<file path="src/rtl/mw8080_inputs.sv">
// mw8080 arcade input conditioning: shared-prescaler debouncing of all raw
// switches, per-player control remapping (swap, rotate, autofire) and
// per-slot coin pulse stretching with a wrapping coin counter.

// Per-player remap: rotate directions, then apply autofire to fireA.
// Bit order {fireB,fireA,up,down,left,right}.
module mw8080_player_map (
  input  logic [5:0] btn_in,
  input  logic       rotate,
  input  logic       af_en,
  input  logic       af_phase,
  output logic [5:0] btn_out
);
  logic [5:0] rot;

  // 90 deg clockwise: up<-right, right<-down, down<-left, left<-up.
  always_comb begin
    rot = btn_in;
    if (rotate) begin
      rot[3] = btn_in[0];
      rot[0] = btn_in[2];
      rot[2] = btn_in[1];
      rot[1] = btn_in[3];
    end
  end

  // Autofire replaces a held fireA with the shared square wave.
  always_comb begin
    btn_out = rot;
    if (af_en && rot[4]) btn_out[4] = af_phase;
  end
endmodule

// One coin slot: IDLE -> PULSE (fixed width) -> HOLD (until released) -> IDLE.
module mw8080_coin_slot #(
  parameter int COIN_CYCLES = 100000
) (
  input  logic Clk,
  input  logic Rst_n,
  input  logic coin_db,
  output logic pulse,
  output logic enter
);
  localparam int CW = (COIN_CYCLES > 1) ? $clog2(COIN_CYCLES) : 1;

  typedef enum logic [1:0] {IDLE, PULSE, HOLD} state_t;

  state_t        state, state_nxt;
  logic [CW-1:0] cnt;
  logic          coin_q;
  logic          rise;
  logic          last;

  assign rise = coin_db & ~coin_q;
  assign last = (cnt == CW'(COIN_CYCLES - 1));

  // State, pulse-width counter, edge history and registered pulse output.
  always_ff @(posedge Clk or negedge Rst_n) begin
    if (!Rst_n) begin
      state  <= IDLE;
      cnt    <= '0;
      coin_q <= 1'b0;
      pulse  <= 1'b0;
    end else begin
      state  <= state_nxt;
      coin_q <= coin_db;
      pulse  <= (state_nxt == PULSE);
      if (state == PULSE && !last) cnt <= cnt + 1'b1;
      else                         cnt <= '0;
    end
  end

  // Edges are only honoured in IDLE, so a held or bouncing coin never retriggers.
  always_comb begin
    state_nxt = state;
    enter     = 1'b0;
    case (state)
      IDLE:  if (rise) begin
               state_nxt = PULSE;
               enter     = 1'b1;
             end
      PULSE: if (last) state_nxt = coin_db ? HOLD : IDLE;
      HOLD:  if (!coin_db) state_nxt = IDLE;
      default: state_nxt = IDLE;
    endcase
  end
endmodule

// Top level.
module mw8080_inputs #(
  parameter int NUM_PLAYERS = 2,
  parameter int DB_CYCLES   = 1024,
  parameter int COIN_CYCLES = 100000,
  parameter int AF_HALF     = 200000,
  parameter int ACTIVE_LOW  = 0
) (
  input  logic                     Clk,
  input  logic                     Rst_n,
  input  logic [6*NUM_PLAYERS-1:0] joy_in,
  input  logic [NUM_PLAYERS-1:0]   coin_in,
  input  logic [NUM_PLAYERS-1:0]   start_in,
  input  logic                     rotate,
  input  logic                     joyswap,
  input  logic [NUM_PLAYERS-1:0]   autofire_en,
  output logic [6*NUM_PLAYERS-1:0] player_out,
  output logic [NUM_PLAYERS-1:0]   coin_out,
  output logic [NUM_PLAYERS-1:0]   start_out,
  output logic [7:0]               coin_count
);
  localparam int   NP    = NUM_PLAYERS;
  localparam int   RAW_W = 8 * NP;
  localparam int   PW    = (DB_CYCLES > 1) ? $clog2(DB_CYCLES) : 1;
  localparam int   AW    = (AF_HALF > 1) ? $clog2(AF_HALF) : 1;
  localparam logic INV   = (ACTIVE_LOW != 0);

  // ---------------- sample prescaler ----------------
  logic [PW-1:0] pre_cnt;
  logic          tick;

  assign tick = (pre_cnt == PW'(DB_CYCLES - 1));

  // Free-running divider producing the shared debounce sample tick.
  always_ff @(posedge Clk or negedge Rst_n) begin
    if (!Rst_n)    pre_cnt <= '0;
    else if (tick) pre_cnt <= '0;
    else           pre_cnt <= pre_cnt + 1'b1;
  end

  // ---------------- debounce ----------------
  // Sample window per bit is the sample taken on this tick plus the two
  // stored from the previous ticks; a bit updates only when all three agree.
  logic [RAW_W-1:0] raw, smp0, smp1, db, stable;

  assign raw    = {coin_in, start_in, joy_in};
  assign stable = ~(raw ^ smp0) & ~(raw ^ smp1);

  // Shift the sample history and latch agreeing bits on each tick.
  always_ff @(posedge Clk or negedge Rst_n) begin
    if (!Rst_n) begin
      smp0 <= '0;
      smp1 <= '0;
      db   <= '0;
    end else if (tick) begin
      smp0 <= raw;
      smp1 <= smp0;
      db   <= (db & ~stable) | (raw & stable);
    end
  end

  logic [NP-1:0][5:0] joy_db, joy_sw, joy_map, player_q;
  logic [NP-1:0]      start_db, coin_db;

  assign joy_db   = db[6*NP-1:0];
  assign start_db = db[7*NP-1:6*NP];
  assign coin_db  = db[8*NP-1:7*NP];

  // ---------------- autofire square wave ----------------
  logic [AW-1:0] af_cnt;
  logic          af_phase;

  // Shared half-period counter; phase flips on every wrap.
  always_ff @(posedge Clk or negedge Rst_n) begin
    if (!Rst_n) begin
      af_cnt   <= '0;
      af_phase <= 1'b0;
    end else if (af_cnt == AW'(AF_HALF - 1)) begin
      af_cnt   <= '0;
      af_phase <= ~af_phase;
    end else begin
      af_cnt   <= af_cnt + 1'b1;
    end
  end

  // ---------------- player remap ----------------
  if (NP >= 2) begin : g_swap
    // Swap is the first mapping stage, so rotate/autofire follow the swapped channel.
    always_comb begin
      joy_sw = joy_db;
      if (joyswap) begin
        joy_sw[0] = joy_db[1];
        joy_sw[1] = joy_db[0];
      end
    end
  end else begin : g_noswap
    logic unused_joyswap;
    assign unused_joyswap = joyswap;
    assign joy_sw         = joy_db;
  end

  for (genvar p = 0; p < NP; p++) begin : g_player
    mw8080_player_map u_map (
      .btn_in  (joy_sw[p]),
      .rotate  (rotate),
      .af_en   (autofire_en[p]),
      .af_phase(af_phase),
      .btn_out (joy_map[p])
    );
  end

  // ---------------- coin slots ----------------
  logic [NP-1:0] coin_pulse, coin_enter;
  logic [7:0]    coin_inc;

  for (genvar c = 0; c < NP; c++) begin : g_coin
    mw8080_coin_slot #(.COIN_CYCLES(COIN_CYCLES)) u_slot (
      .Clk    (Clk),
      .Rst_n  (Rst_n),
      .coin_db(coin_db[c]),
      .pulse  (coin_pulse[c]),
      .enter  (coin_enter[c])
    );
  end

  // Simultaneous accepts on several slots are all counted in one cycle.
  always_comb begin
    coin_inc = '0;
    for (int i = 0; i < NP; i++) coin_inc = coin_inc + 8'(coin_enter[i]);
  end

  // ---------------- output registers ----------------
  logic [NP-1:0] start_q;

  // Registered outputs and coin counter (wraps modulo 256).
  always_ff @(posedge Clk or negedge Rst_n) begin
    if (!Rst_n) begin
      player_q   <= '0;
      start_q    <= '0;
      coin_count <= '0;
    end else begin
      player_q   <= joy_map;
      start_q    <= start_db;
      coin_count <= coin_count + coin_inc;
    end
  end

  // Polarity applied after the registers so reset forces the inactive level at once.
  assign player_out = player_q   ^ {(6*NP){INV}};
  assign start_out  = start_q    ^ {NP{INV}};
  assign coin_out   = coin_pulse ^ {NP{INV}};

endmodule

</file>
<file path="config.mk">
export PLATFORM = sky130hd
export DESIGN_NAME = mw8080_inputs
export DESIGN_NICKNAME = d
export VERILOG_FILES = /design/src/rtl/mw8080_inputs.sv
export SDC_FILE = /design/constraint.sdc
export NUM_CORES = 1
export LEC_CHECK = 0
export BUFFER_PORTS_ARGS = -buffer_cell sky130_fd_sc_hd__buf_4
export CAP_MARGIN = 40
export CORE_ASPECT_RATIO = 0.8
export CORE_UTILIZATION = 64
export CTS_BUF_LIST = sky130_fd_sc_hd__clkbuf_8 sky130_fd_sc_hd__clkbuf_16
export DETAILED_ROUTE_END_ITERATION = 10
export PLACE_DENSITY = 0.84
export SETUP_SLACK_MARGIN = 0.5
export SKIP_LAST_GASP = 1
export SLEW_MARGIN = 5
export SYNTH_ARGS = -nofsm -noshare
export SYNTH_HDL_FRONTEND = slang
export SYNTH_SLANG_ARGS = --single-unit
</file>
<file path="constraint.sdc">
create_clock -name Clk -period 4.5 [get_ports Clk]
set_clock_uncertainty 0.1 [all_clocks]
set_input_delay 0.225 -clock Clk [delete_from_list [all_inputs] [get_ports Clk]]
set_output_delay 0.225 -clock Clk [all_outputs]
set_load 0.05 [all_outputs]
</file>
==> reports/results.txt <==
Status: finished, violations left
Failing checks: DRC
Drt wl/cell: 16.4 um
#FFs+latches synth: 141
Slew headroom: 0.507
Die Span X: 112 um
Die Y: 89.7 um
Core Area: 9190 um^2
Hpwl dp: 7790 um
Primary FF master, synth: dfrtp_1
CTS max path bufs: 2
Inst Count DP: 709
RSZ-0062 raised after global routing: false
Clk sink count: 141
Synth async-reset ratio: 1.00
Worst vdd ir: 0.263 mV
Non-Filler Instances: 758
Antenna violations before repair: 0
Root buffer cell: clkbuf_16
Antenna diode count: 0
# fillers: 538
DR DRC count: 2
Max-cap violations: 0
Layout cells sized above 1: 0.152
Post-synth cell types: 51
Leakage: 3.33 nW
TritonRoute pass-1 iters: 8
Vias: 4,425
Initial DRC Count: 291
Vias in the first global route: 4,382
Seq/Total Area, Yosys: 0.574
Hold Crit Class: primary input to flip-flop
PwrDens: 358 nW/um^2
Net Count, Synth: 593
Mapped cell area: 6150 um^2
Total Neg Setup Slack: 0 ns
Syn Area/Cell: 10.9 um^2
Nets: 660
Yosys top cell area share: 0.574
Synth top area cells: dfrtp_1 57%, xnor2_1 3.8%, nand2_1 3.8%
Flip-flop and latch area: 3530 um^2
Multi-input gate area: 2440 um^2
EDFF count, synth: 0
F_max: 0.445 GHz
GR Util All Layers: 0.268
CP required: 4.73 ns
First-pass GRT wire length: 20,500 um
Post-CTS Resized: 0
CTS Buf Count: 17
Synth cell count leaders: 141 x dfrtp_1, 62 x nand2_1, 44 x nor2_1
Ys Warns: 0
CP arrival: 2.47 ns
Min Tclk post-route: 2.25 ns
Final hold vios: 0
Fin crit share: 0.499
PortBufs: 45
Clock Pin Slew Worst Setup and Hold Paths: 0.06 ns
Post-route cell area: 7340 um^2
Cell taking the most area after synthesis: dfrtp_1
GRT Residual Overflow: 0
Worst-path fanout max: 4
Dominant cell by count in the synthesized netlist: dfrtp_1
Row count: 31
Cells after Synth: 565
Clock latency on the worst-skew pair: 0.41 ns
Post-CTS Setup Bufs: 0
Die footprint: 10,000 um^2
Worst Tran Pin Value: 0.737 ns
Routability Congestion: 0.817
Initial Utilization: 0.669
H-tree depth: 4
CTS tree: built
Final WL: 12,400 um
Power Total: 2.63 mW
Max Transition Viols Final: 0
Setup violators final: 0
Via density: 5.84
Crit start category: flip-flop
CP Class: flip-flop to flip-flop
DP Area: 6610 um^2
Cts hold-fix bufs: 19
P&R area growth vs syn: 19.4%
Pin count of the biggest net entering global routing: 87
Top Ports: 46
WHS: 0.105 ns
CP Capture Type: flip-flop
Antenna-violating nets left: 0
[stage by stage]
stage	util	worst slack, ns
after floorplan	-	2.60
after global placement	0.716	2.44
after detailed placement	0.719	2.28
after CTS	0.799	2.21
after global routing	0.799	2.12
final	0.799	2.25
[cell usage in the layout (no fill, tap or decap), drive strengths merged, types with 19 or more instances in the layout]
master       instances
dfrtp              141
nand2               62
buf                 49
nor2                44
o21ai               31
inv                 30
xnor2               27
xor2                25
nand3               23
a21oi               23
nand4               22
dlygate4sd3         19
clkbuf              19
[logic make-up after synthesis]
group	after synthesis	share of synthesized area
simple gates	213	0.182
xor+xnor	52	0.0740
mux	12	0.0362
flops	141	0.574
compound gates	93	0.0895
fa+ha+maj	6	0.0134
buf+inv	48	0.0315
[final timing paths]
kind | from | endpoint | slack [ns] | cells past startpoint
worst max-delay path | g_coin[0].u_slot.state[0] | coin_count[6] | 2.25 | 6
worst min-delay path | rotate | player_out[8] | 0.10 | 2
worst max register to register | g_coin[0].u_slot.state[0] | coin_count[6] | 2.25 | 6
worst min register to register | flip-flop | start_out[0] | 0.32 | 0
max in group asynchronous | Rst_n | g_coin[0].u_slot.pulse | 3.00 | 4
min in group asynchronous | Rst_n | g_coin[1].u_slot.cnt[8] | 0.13 | 2
[layer usage]
| layer | share of wire | routed length [um] | GRT usage |
|---|---|---|---|
| met1 | 0.43 | 5380 | 0.336 |
| met2 | 0.52 | 6450 | 0.465 |
| met3 | 0.035 | 430 | 0.0577 |
| met4 | 0.015 | 186 | 0.115 |
| met5 | 0 | 0 | 0 |
[worst max-delay path, stage by stage (launching register included)]
cell     delay (ns)
dfrtp_1        0.40
nor4b_1        0.65
fa_1           0.36
ha_1           0.20
nand3_1        0.12
nor2_1         0.17
xor2_1         0.17
[power by group]
part	internal [mW]	total (mW)	switching [mW]	leakage [nW]
logic	0.0294	0.0681	0.0387	1.21
clock network	0.779	1.29	0.516	0.264
registers	1.27	1.27	0	1.86
[layout make-up]
class | count | area share
Clock buffer | 19 | 0.0617
Clock inverter | 11 | 0.0131
Inverter | 28 | 0.0143
Multi-Input combinational cell | 376 | 0.332
Sequential cell | 141 | 0.480
Tap cell | 115 | 0.0196
Timing Repair Buffer | 68 | 0.0792
(Power assumes the default switching activity.)
